`config.mk`:
```
export PLATFORM = sky130hd
export DESIGN_NAME = fan_pwm_gen
export DESIGN_NICKNAME = d
export VERILOG_FILES = /design/src/rtl/fan_pwm_gen.sv
export SDC_FILE = /design/constraint.sdc
export NUM_CORES = 1
export LEC_CHECK = 0
export BUFFER_PORTS_ARGS = -buffer_cell sky130_fd_sc_hd__buf_2
export CAP_MARGIN = 15
export CORE_ASPECT_RATIO = 0.6
export CORE_UTILIZATION = 44
export CTS_CLUSTER_SIZE = 25
export DETAILED_ROUTE_END_ITERATION = 7
export GPL_ROUTABILITY_DRIVEN = 0
export HOLD_SLACK_MARGIN = 0.02
export PLACE_DENSITY = 0.64
export SLEW_MARGIN = 20
export SYNTH_ARGS = -nofsm -noshare
export SYNTH_HDL_FRONTEND = slang
export SYNTH_SLANG_ARGS = --single-unit
export TNS_END_PERCENT = 30
```
`constraint.sdc`:
```
create_clock -name i_clk -period 4 [get_ports i_clk]
set_clock_uncertainty 0.05 [all_clocks]
set_input_delay 0.8 -clock i_clk [delete_from_list [all_inputs] [get_ports i_clk]]
set_output_delay 0.8 -clock i_clk [all_outputs]
set_load 0.03 [all_outputs]
```
`src/rtl/fan_pwm_gen.sv`:
```
`timescale 1ns/1ps
// Fan PWM generator: free-running period counter, mode-to-duty mapping and an
// optional per-period duty ramp. Duty only changes on the period wrap.
module fan_pwm_gen #(
    parameter int CNT_W     = 10,
    parameter int PERIOD    = 1000,
    parameter int LEVELS    = 4,
    parameter int MODE_W    = 2,
    parameter int RAMP_STEP = 111
) (
    input  logic              i_clk,
    input  logic              i_reset_n,
    input  logic              i_enable,
    input  logic [MODE_W-1:0] i_mode,
    output logic              o_pwm,
    output logic [CNT_W-1:0]  o_counter,
    output logic [CNT_W-1:0]  o_duty,
    output logic              o_period_end,
    output logic              o_busy
);

    localparam int                DUTY_STEP = (PERIOD - 1) / (LEVELS - 1);
    localparam logic [CNT_W-1:0]  LAST_CNT  = CNT_W'(PERIOD - 1);
    localparam logic [MODE_W-1:0] MAX_MODE  = MODE_W'(LEVELS - 1);
    localparam logic [CNT_W-1:0]  STEP_DUTY = CNT_W'(DUTY_STEP);
    localparam logic [CNT_W:0]    RAMP_W    = (CNT_W + 1)'(RAMP_STEP);

    logic [CNT_W-1:0]  counter;
    logic [CNT_W-1:0]  duty;
    logic [CNT_W-1:0]  target;
    logic [MODE_W-1:0] mode_clamped;
    logic [CNT_W-1:0]  new_target;
    logic [CNT_W-1:0]  next_duty;
    logic [CNT_W:0]    duty_up;
    logic [CNT_W:0]    duty_gap;

    // Ramp arithmetic is one bit wider so the step can never wrap past the target.
    always_comb begin
        mode_clamped = (i_mode > MAX_MODE) ? MAX_MODE : i_mode;
        new_target   = CNT_W'(mode_clamped) * STEP_DUTY;
        duty_up      = {1'b0, duty} + RAMP_W;
        duty_gap     = {1'b0, duty} - {1'b0, new_target};
        next_duty    = duty;
        if (RAMP_STEP == 0) begin
            next_duty = new_target;
        end else if (duty < new_target) begin
            next_duty = (duty_up > {1'b0, new_target}) ? new_target : duty_up[CNT_W-1:0];
        end else if (duty > new_target) begin
            next_duty = (duty_gap > RAMP_W) ? (duty - RAMP_W[CNT_W-1:0]) : new_target;
        end
    end

    // Disable clears everything, including on the boundary cycle.
    always_ff @(posedge i_clk) begin
        if (!i_reset_n || !i_enable) begin
            counter <= '0;
            duty    <= '0;
            target  <= '0;
        end else if (counter == LAST_CNT) begin
            counter <= '0;
            duty    <= next_duty;
            target  <= new_target;
        end else begin
            counter <= counter + 1'b1;
        end
    end

    assign o_counter    = counter;
    assign o_duty       = duty;
    assign o_pwm        = (counter < duty);
    assign o_period_end = (counter == LAST_CNT);
    assign o_busy       = (duty != target);

endmodule

```
After elaboration in Yosys (flattened, before gate mapping)
Cells that the tools add are included.
- bits of input ports: 5
- bits in registers: 30
- logic and storage cells: 27
- output and inout port bits: 23
- $lt $le $gt $ge: 6
- $add $sub $neg: 4
- eq/ne operators: 2
- reductions and logical operators: 6
- multipliers: 1
- mux-type cells: 5
- operator list (kind ; count):
    $mux 10 ; 4
    $lt 10x10->1 ; 2
    $add 10x7->11 const B ; 1
    $gt 11x10->1 ; 1
    $gt 11x7->1 const B ; 1
    $sub 10x10->11 ; 1
    $add 10x1->10 const B ; 1
    $eq 10x10->1 const B ; 1
    $gt 10x10->1 ; 1
    $mul 2x9->10 const B ; 1
    $ne 10x10->1 ; 1
    $sub 10x7->10 const B ; 1
    $gt 2x2->1 const B ; 1
    $logic_not 1->1 ; 2
    $mux 2 ; 1
    $reduce_and 2->1 ; 1
    $reduce_bool 2->1 ; 1
    $reduce_or 2->1 ; 1
    $logic_or 1x1->1 ; 1

Depth between registers and ports, before layout
Gate-level depths: netlist of the first run.
- depth in word-level cells: 8
- gate-level depth with buffers: 16
- mapped depth without buffers: 16

Worst setup path before layout of the first run
No wires, ideal clock.
- kind: flip-flop to flip-flop
- from: register duty[0], in the netlist o_duty[0]
- to: register duty[6], in the netlist o_duty[6]
- data required time: 3.864 ns
- period minus slack after synthesis: 3.669 ns
- arrival time: 3.533 ns
- path slack: 0.331 ns
- cell stages (with the launch flop): 17
- path buffers: 0
- setup time: 0.086 ns
- path through: dfxtp_1 -> inv_1 -> ha_1 -> nor3b_4 -> nor2_1 -> or3_1 -> nand2_1 -> xnor2_1 -> ha_1 -> a21o_1 -> a21oi_1 -> nand2_1 -> o31a_1 -> nor4_4 -> nand2_1 -> a32o_1 -> a221oi_2
- cells in the longest elaborated chain, start to end: 5
- elaborated cells between the ends (all ways): 13
- those cells by class: add/sub (3); order compare (4); mux (4); reduce/logical (2)
- RTL lines (item ; RTL line ; text):
    start: declaration ; 29 ; logic [CNT_W-1:0] duty;
    start signal: assignment ; 61 ; duty <= next_duty;
    $sub 10x10->11 ; 42 ; duty_gap = {1'b0, duty} - {1'b0, new_target};
    $gt 11x7->1 ; 49 ; next_duty = (duty_gap > RAMP_W) ? (duty - RAMP_W[CNT_W-1:0]) : new_target;
    $mux 10 ; 49 ;
    $mux 10 ; 48 ; end else if (duty > new_target) begin
    $mux 10 ; 46 ; end else if (duty < new_target) begin
Several ways; a longest one is shown, not always the timed one. The select of a mux whose other input is x is not followed.
A chain may end at the register's enable or synchronous reset.

Worst setup path after layout of the first run
- from: register duty[0], in the netlist o_duty[0]
- to: register duty[3], in the netlist o_duty[3]
Same word-level chain as after synthesis.

==> impl_metrics.sql, run 1 <==
INSERT INTO impl_metrics (metric_group, metric, value, unit) VALUES
('cts', 'cts.path.max_buffers', '2', ''),
('global_routing', 'grt_max_degree', '16', ''),
('detailed_routing', 'drcViolationCount', '0', ''),
('global_routing', 'grt_util_all_layers', '0.264', ''),
('detailed_routing', 'drt-wirelength-per-cell', '17.6', 'um'),
('synthesis', 'postSynthRegisterBits', '25', ''),
('job', 'cap_violations', '0', ''),
('worst_hold_path', 'holdPathStages', '2', ''),
('placed_design', 'placed_cell_area', '2910', 'um^2'),
('timing', 'period_utilization', '0.930', ''),
('worst_setup_path', 'required', '4.12', 'ns'),
('detailed_routing', 'wirelength', '8010', 'um'),
('cells_and_area', 'register_area', '500', 'um^2'),
('detailed_routing', 'drt_iter0_drc', '255', ''),
('cts', 'clock_insertion_delay_worst_skew', '0.28', 'ns'),
('cells_and_area', 'post-route-cell-area', '3010', 'um^2'),
('cells_and_area', 'multiInputGateArea', '2040', 'um^2'),
('synthesis', 'cells_after_synthesis', '340', ''),
('cells_and_area', 'design.final.nets', '415', ''),
('pwr', 'report.power.total', '503', 'uW'),
('placed_design', 'dpl_worst_slack', '0.0855', 'ns'),
('cells_and_area', 'drive_above_1_share', '0.154', ''),
('die', 'die_width', '102', 'um'),
('timing', 'setup-violations-final', '0', ''),
('placed_design', 'port_buffers', '27', ''),
('cts', 'cts.reportedPaths.clkPinSlew', '0.10', 'ns'),
('cts', 'clock_sinks', '25', ''),
('synthesis', 'synth_warnings', '0', ''),
('detailed_routing', 'postRouteAntennaNets', '0', ''),
('synthesis', 'post_synthesis_mean_instance_area', '7.81', 'um^2'),
('detailed_routing', 'vias', '2702', ''),
('cells_and_area', 'final_core_utilization', '0.528', ''),
('pwr', 'powerDensity', '167', 'nW/um^2'),
('die', 'floorplan.io_pins', '28', ''),
('synthesis', 'yosysSeqAreaShare', '0.189', ''),
('global_routing', 'vias_in_the_first_global_route', '2373', ''),
('worst_setup_path', 'timing.critical_path.from_type', 'flip-flop', ''),
('timing', 'report.final.slew_viol_count', '0', ''),
('timing', 'slew-limit-headroom', '0.547', ''),
('pwr', 'max-vdd-ir-drop', '0.000107', 'V'),
('pwr', 'power.static_leakage', '0.00134', 'uW'),
('synthesis', 'netlist-cell-type-count', '59', ''),
('timing', 'max_slew.worst_pin.slew', '0.673', 'ns'),
('cts', 'cts_tree', 'done', ''),
('timing', 'setup_slack', '0.282', 'ns'),
('global_routing', 'grt_first_pass_wirelength', '13000', 'um'),
('synthesis', 'ys.flop_type', 'sky130_fd_sc_hd__dfxtp_1', ''),
('cells_and_area', 'final.fill_count', '567', ''),
('die', 'core_area', '5700', 'um^2'),
('die', 'fp.dieArea', '6360', 'um^2'),
('outcome', 'run_status', 'complete, no violations', ''),
('worst_setup_path', 'critPathCaptureType', 'flip-flop', ''),
('worst_setup_path', 'timing.setup.critical_path_class', 'flip-flop to flip-flop', ''),
('timing', 'report.final.hold_viol_count', '0', ''),
('worst_hold_path', 'worst_hold_path_type', 'flip-flop to flip-flop', ''),
('timing', 'finalCriticalPeriod', '3.72', 'ns'),
('die', 'vertical_extent_of_the_die', '62.2', 'um'),
('timing', 'tns', '0', 'ns'),
('synthesis', 'ys_async_sr_fraction', '0', ''),
('cts', 'cts_made_buffers', '3', ''),
('die', 'core.rowCount', '21', ''),
('synthesis', 'postSynthNetCount', '378', ''),
('cells_and_area', 'diodes', '0', ''),
('cts', 'cts-htree-levels', '1', ''),
('global_routing', 'grt_overflow_total', '0', ''),
('timing', 'fmaxAchievable', '269', 'MHz'),
('worst_setup_path', 'worstRegToRegCells', '16', ''),
('placed_design', 'hpwlAfterDp', '6400', 'um'),
('timing', 'grt_setup_unrepaired', 'no', ''),
('detailed_routing', 'post_drt_via_cell_ratio', '5.93', ''),
('synthesis', 'synth-edff-count', '0', ''),
('detailed_routing', 'firstDrtPassIters', '5', ''),
('worst_setup_path', 'timing.critical_path.arrival', '3.84', 'ns'),
('global_routing', 'initial_antenna_violation_count', '0', ''),
('worst_setup_path', 'timing.critical_path.fanout_max', '4', ''),
('cells_and_area', 'syn2layout_area_growth', '13.5', '%'),
('synthesis', 'mappedNetlistArea', '2650', 'um^2'),
('die', 'initial_core_util', '0.465', ''),
('cts', 'root_buffer', 'sky130_fd_sc_hd__clkbuf_8', '');
critical path, stage by stage, from the launching register on:
cell and delay, ns:
sky130_fd_sc_hd__dfxtp_1 0.34, sky130_fd_sc_hd__inv_2 0.10, sky130_fd_sc_hd__ha_4 0.17, sky130_fd_sc_hd__nor3b_4 0.24
sky130_fd_sc_hd__nor2_1 0.11, sky130_fd_sc_hd__or3_1 0.38, sky130_fd_sc_hd__nand2_1 0.11, sky130_fd_sc_hd__xnor2_1 0.17
sky130_fd_sc_hd__ha_1 0.29, sky130_fd_sc_hd__a21o_1 0.17, sky130_fd_sc_hd__a21oi_1 0.19, sky130_fd_sc_hd__nand2_1 0.10
sky130_fd_sc_hd__o31a_1 0.32, sky130_fd_sc_hd__or4_1 0.51, sky130_fd_sc_hd__o21bai_1 0.14, sky130_fd_sc_hd__a311o_1 0.12
sky130_fd_sc_hd__o22ai_1 0.07
cells in the final DEF, fill, tap and decap left out, types with 3 or more instances in the layout:
cell type | synthesis | routed
sky130_fd_sc_hd__a211oi_1 | 3 | 3
sky130_fd_sc_hd__a21o_1 | 8 | 8
sky130_fd_sc_hd__a21oi_1 | 22 | 21
sky130_fd_sc_hd__a31oi_1 | 9 | 9
sky130_fd_sc_hd__a32o_1 | 3 | 3
sky130_fd_sc_hd__a32oi_1 | 3 | 3
sky130_fd_sc_hd__and3_1 | 10 | 10
sky130_fd_sc_hd__buf_2 | 2 | 27
sky130_fd_sc_hd__buf_4 | 1 | 16
sky130_fd_sc_hd__clkbuf_8 | 0 | 3
sky130_fd_sc_hd__dfxtp_1 | 25 | 25
sky130_fd_sc_hd__ha_1 | 32 | 31
sky130_fd_sc_hd__inv_1 | 17 | 15
sky130_fd_sc_hd__nand2_1 | 31 | 31
sky130_fd_sc_hd__nand2b_1 | 7 | 7
sky130_fd_sc_hd__nand3_1 | 15 | 15
sky130_fd_sc_hd__nand4_1 | 4 | 4
sky130_fd_sc_hd__nor2_1 | 29 | 29
sky130_fd_sc_hd__nor2b_1 | 3 | 3
sky130_fd_sc_hd__nor3_1 | 4 | 4
sky130_fd_sc_hd__nor3b_1 | 3 | 3
sky130_fd_sc_hd__o211ai_1 | 7 | 7
sky130_fd_sc_hd__o21a_1 | 5 | 5
sky130_fd_sc_hd__o21ai_0 | 16 | 16
sky130_fd_sc_hd__or3_1 | 3 | 3
sky130_fd_sc_hd__or4_1 | 3 | 3
sky130_fd_sc_hd__xnor2_1 | 19 | 19
sky130_fd_sc_hd__xor2_1 | 10 | 10
final timing paths:
check | slack, ns | from | to
max | 0.28 | o_duty[0]$_SDFFE_PP0P_ | o_duty[3]$_SDFFE_PP0P_
min | 0.43 | target[5]$_SDFFE_PP0P_ | target[5]$_SDFFE_PP0P_
max reg2reg | 0.28 | o_duty[0]$_SDFFE_PP0P_ | o_duty[3]$_SDFFE_PP0P_
min reg2reg | 0.43 | target[5]$_SDFFE_PP0P_ | target[5]$_SDFFE_PP0P_
synthesized netlist by cell type, types with 2 or more instances:
cell type | n | area [um^2]
sky130_fd_sc_hd__a2111oi_0 | 2 | 17.5
sky130_fd_sc_hd__a211oi_1 | 3 | 22.5
sky130_fd_sc_hd__a21o_1 | 8 | 60.1
sky130_fd_sc_hd__a21oi_1 | 22 | 110
sky130_fd_sc_hd__a311o_1 | 2 | 20.0
sky130_fd_sc_hd__a31oi_1 | 9 | 56.3
sky130_fd_sc_hd__a32o_1 | 3 | 30.0
sky130_fd_sc_hd__a32oi_1 | 3 | 26.3
sky130_fd_sc_hd__and2_1 | 2 | 12.5
sky130_fd_sc_hd__and3_1 | 10 | 62.6
sky130_fd_sc_hd__buf_2 | 2 | 10.0
sky130_fd_sc_hd__buf_6 | 2 | 22.5
sky130_fd_sc_hd__clkbuf_1 | 6 | 22.5
sky130_fd_sc_hd__dfxtp_1 | 25 | 500
sky130_fd_sc_hd__ha_1 | 32 | 400
sky130_fd_sc_hd__inv_1 | 17 | 63.8
sky130_fd_sc_hd__nand2_1 | 31 | 116
sky130_fd_sc_hd__nand2b_1 | 7 | 43.8
sky130_fd_sc_hd__nand3_1 | 15 | 75.1
sky130_fd_sc_hd__nand3b_1 | 2 | 15.0
sky130_fd_sc_hd__nand4_1 | 4 | 25.0
sky130_fd_sc_hd__nor2_1 | 29 | 109
sky130_fd_sc_hd__nor2b_1 | 3 | 18.8
sky130_fd_sc_hd__nor3_1 | 4 | 20.0
sky130_fd_sc_hd__nor3b_1 | 3 | 22.5
sky130_fd_sc_hd__o211ai_1 | 7 | 52.6
sky130_fd_sc_hd__o21a_1 | 5 | 37.5
sky130_fd_sc_hd__o21ai_0 | 16 | 80.1
sky130_fd_sc_hd__o21ai_1 | 2 | 10.0
sky130_fd_sc_hd__o21bai_1 | 2 | 15.0
sky130_fd_sc_hd__o31a_1 | 2 | 17.5
sky130_fd_sc_hd__o31ai_1 | 2 | 15.0
sky130_fd_sc_hd__or3_1 | 3 | 18.8
sky130_fd_sc_hd__or4_1 | 3 | 22.5
sky130_fd_sc_hd__xnor2_1 | 19 | 166
sky130_fd_sc_hd__xor2_1 | 10 | 87.6
state kept, by name (all words and copies together), names as in the netlist:
register   cells
o_counter     10
o_duty        10
target         5
metal layers:
metal,vias up,global-route usage,wire length [um]
li1,1319,-,-
met1,1268,0.444,4300
met2,107,0.319,2840
met3,8,0.0766,824
met4,0,0.0304,40
met5,-,0,0
logic make-up after synthesis:
kind of cell	count (synthesis)	synth area share
buffers and inverters	29	0.0490
AOI/OAI and AO/OA	101	0.264
adders and majority gates	33	0.158
and+or+nand+nor	122	0.238
DFF	25	0.189
xor gates and xnor gates	30	0.102
report_power, final:
part / switching (uW) / internal (uW) / total, uW
Combinational: 56.1 / 34.3 / 90.4
Clock: 90.7 / 71.0 / 162
Sequential: 1.61 / 250 / 251
cell type report:
type,instances,share of cell area
Tap cell,80,0.0332
Multi-Input combinational cell,286,0.677
Inverter,18,0.0224
Clock buffer,3,0.0137
Timing Repair Buffer,43,0.0848
Clock inverter,1,0.00249
Sequential cell,25,0.166
per-stage QoR:
step	hold slack, ns	instances
floorplan	0.395	340
global placement	0.404	447
detailed placement	0.418	447
CTS	0.433	451
global route	0.456	456
finish	0.428	456
timing repair:
action	4_1_cts	5_1_grt
gates resized for setup	0	5
hold buffers	0	0
setup buffers	0	5
setup endpoints to repair	0	6
No activity file was read; power rests on OpenSTA's default activity.
==> inputs of run 2 (changes only) <==
--- a/config.mk
+++ b/config.mk
@@ -13,7 +13,7 @@
 export DETAILED_ROUTE_END_ITERATION = 7
 export GPL_ROUTABILITY_DRIVEN = 0
 export HOLD_SLACK_MARGIN = 0.02
-export PLACE_DENSITY = 0.64
+export PLACE_DENSITY = 0.63
 export SLEW_MARGIN = 20
 export SYNTH_ARGS = -nofsm -noshare
 export SYNTH_HDL_FRONTEND = slang
==> run 2 against run 1 <==
Against the previous run:
- register-to-register slack worse by 0.11 ns
- die area unchanged
- sequential share of layout area up 0.15 points
- cell count down 0.66%
- clock power down 2%
- critical endpoint is now o_duty[2]$_SDFFE_PP0P_
- largest cell class unchanged
==> impl_metrics.sql, run 2 (same netlist as run 1, synthesis figures left out) <==
INSERT INTO impl_metrics (metric_group, metric, value, unit) VALUES
('timing', 'fmaxAchievable', '261', 'MHz'),
('detailed_routing', 'firstDrtPassIters', '5', ''),
('worst_setup_path', 'critical-path-top-cell-by-count', 'sky130_fd_sc_hd__nand2_1', ''),
('worst_setup_path', 'critical_path.endpoint', 'o_duty[2]$_SDFFE_PP0P_', ''),
('cells_and_area', 'multiInputGateArea', '2040', 'um^2'),
('timing', 'hold-worst-slack', '0.421', 'ns'),
('detailed_routing', 'drt-wirelength-per-cell', '17.5', 'um'),
('worst_setup_path', 'timing.setup.critical_path_class', 'flip-flop to flip-flop', ''),
('cells_and_area', 'diodes', '0', ''),
('worst_setup_path', 'crit-reg2reg-capture', 'o_duty[2]$_SDFFE_PP0P_', ''),
('placed_design', 'port_buffers', '27', ''),
('worst_setup_path', 'timing.critical_path.slowest_stage_cell', 'sky130_fd_sc_hd__or4_1', ''),
('pwr', 'report.power.total', '500', 'uW'),
('cells_and_area', 'final.fill_count', '567', ''),
('worst_setup_path', 'timing.critical_path.from_type', 'flip-flop', ''),
('global_routing', 'vias_in_the_first_global_route', '2412', ''),
('detailed_routing', 'vias', '2675', ''),
('cts', 'cts_made_buffers', '3', ''),
('global_routing', 'grt_first_pass_wirelength', '12900', 'um'),
('worst_setup_path', 'crit_path_max_incr_delay', '0.51', 'ns'),
('worst_setup_path', 'required', '4.16', 'ns'),
('cts', 'ctsHoldBuffers', '0', ''),
('timing', 'grt_setup_unrepaired', 'no', ''),
('cts', 'cts-htree-levels', '1', ''),
('timing', 'report.final.slew_viol_count', '0', ''),
('outcome', 'run_status', 'complete, no violations', ''),
('cts', 'cts.reportedPaths.clkPinSlew', '0.09', 'ns'),
('global_routing', 'grt_max_degree', '14', ''),
('worst_setup_path', 'critical_path_buf_inv_count', '1', ''),
('worst_setup_path', 'critPathLaunch', 'o_duty[0]$_SDFFE_PP0P_', ''),
('cells_and_area', 'syn2layout_area_growth', '12.4', '%'),
('worst_setup_path', 'worst_r2r_startpoint', 'o_duty[0]$_SDFFE_PP0P_', ''),
('worst_setup_path', 'r2r_slack', '0.17', 'ns'),
('worst_setup_path', 'timing.critical_path.fanout_max', '4', ''),
('timing', 'max_slew.worst_pin.slew', '0.648', 'ns'),
('cts', 'clock_insertion_delay_worst_skew', '0.28', 'ns'),
('cts', 'clock_sinks', '25', ''),
('cells_and_area', 'register_area', '500', 'um^2'),
('detailed_routing', 'postRouteAntennaNets', '0', ''),
('worst_setup_path', 'worstSetupPathDepth', '16', ''),
('global_routing', 'initial_antenna_violation_count', '0', ''),
('cells_and_area', 'final_core_utilization', '0.523', ''),
('detailed_routing', 'drt_iter0_drc', '246', ''),
('worst_hold_path', 'hold_start', 'target[4]$_SDFFE_PP0P_', ''),
('cts', 'cts.path.max_buffers', '2', ''),
('die', 'floorplan.io_pins', '28', ''),
('cells_and_area', 'drive_above_1_share', '0.145', ''),
('cells_and_area', 'design.final.nets', '412', ''),
('die', 'core.rowCount', '21', ''),
('cells_and_area', 'highest_count_cells_in_the_layout_ignoring_fill_and_taps', 'sky130_fd_sc_hd__nand2_1 (31), sky130_fd_sc_hd__ha_1 (31), sky130_fd_sc_hd__nor2_1 (29)', ''),
('worst_setup_path', 'critPathCaptureType', 'flip-flop', ''),
('timing', 'setup-violations-final', '0', ''),
('pwr', 'max-vdd-ir-drop', '0.000128', 'V'),
('timing', 'slew-limit-headroom', '0.563', ''),
('die', 'vertical_extent_of_the_die', '62.2', 'um'),
('detailed_routing', 'drcViolationCount', '0', ''),
('global_routing', 'grt_overflow_total', '0', ''),
('worst_setup_path', 'worst_path_dominant_cell_family', 'simple AND/OR/NAND/NOR gates', ''),
('timing', 'tns', '0', 'ns'),
('worst_setup_path', 'timing.critical_path.arrival', '3.98', 'ns'),
('worst_setup_path', 'worstRegToRegCells', '16', ''),
('pwr', 'power.static_leakage', '0.00133', 'uW'),
('pwr', 'powerDensity', '167', 'nW/um^2'),
('die', 'core_area', '5700', 'um^2'),
('global_routing', 'grt_util_all_layers', '0.265', ''),
('detailed_routing', 'post_drt_via_cell_ratio', '5.91', ''),
('timing', 'period_utilization', '0.956', ''),
('cts', 'cts_tree', 'done', ''),
('detailed_routing', 'wirelength', '7930', 'um'),
('job', 'cap_violations', '0', ''),
('cts', 'root_buffer', 'sky130_fd_sc_hd__clkbuf_8', ''),
('worst_hold_path', 'worst_hold_path_type', 'flip-flop to flip-flop', ''),
('placed_design', 'hpwlAfterDp', '6350', 'um'),
('timing', 'finalCriticalPeriod', '3.83', 'ns'),
('timing', 'report.final.hold_viol_count', '0', ''),
('die', 'die_width', '102', 'um'),
('die', 'fp.dieArea', '6360', 'um^2'),
('worst_setup_path', 'worstPathCellList', 'inv_1, ha_2, nor3b_4, nor2_1, or3_1, nand2_1, xnor2_1, ha_1, a21o_1, a21oi_2, nand2_1, o31a_1, or4_1, o21ai_1, a21oi_1, a31oi_1', ''),
('die', 'initial_core_util', '0.465', '');
==> run 2: area by class of cell <==
cell class                      count  share of cell area
Multi-Input combinational cell    286               0.683
Clock buffer                        4              0.0151
Timing Repair Buffer               40              0.0780
Inverter                           18              0.0226
Sequential cell                    25               0.168
Tap cell                           80              0.0335
==> run 2: routing by layer <==
layer	track usage	up-vias	share of wire
met2	0.329	126	0.36
met3	0.0664	9	0.11
met1	0.437	1224	0.52
li1	-	1316	-
met4	0.0500	0	0.0082
met5	0	-	0
==> run 2: worst min path at each step <==
stage | end | slack [ns] | depth (start not counted)
after detailed placement | target[7]$_SDFFE_PP0P_ | 0.41 | 2
after global placement | target[7]$_SDFFE_PP0P_ | 0.40 | 2
final | target[4]$_SDFFE_PP0P_ | 0.42 | 2
after floorplan | target[7]$_SDFFE_PP0P_ | 0.39 | 2
after CTS | target[7]$_SDFFE_PP0P_ | 0.42 | 2
after global routing | target[5]$_SDFFE_PP0P_ | 0.44 | 2
==> run 2: worst min-delay path: cells and delay by family (launching register included) <==
| kind | cells | cell delay (ns) |
|---|---|---|
| AO/OA/AOI/OAI | 1 | 0.05 |
| AND/OR/NAND/NOR | 1 | 0.05 |
| flip-flops | 1 | 0.32 |
==> run 2: power by group <==
part	total, uW	switching [uW]	internal [uW]
logic	90.7	56.6	34.1
registers	251	1.45	250
clock network	158	86.4	71.6
total	500	144	355
==> run 2: per-stage QoR <==
step                      worst slack [ns]  instance area [um^2]  instances
final                                0.174                  2980        453
after global routing                0.0351                  2980        453
after CTS                           0.0817                  2950        451
after detailed placement            0.0604                  2910        447
after global placement              0.0898                  2910        447
after floorplan                      0.331                  2650        340
==> run 2: timing repair <==
item                       in CTS  in global routing
buffers inserted                0                  2
setup endpoints to repair       0                  6
resized for setup               0                  4
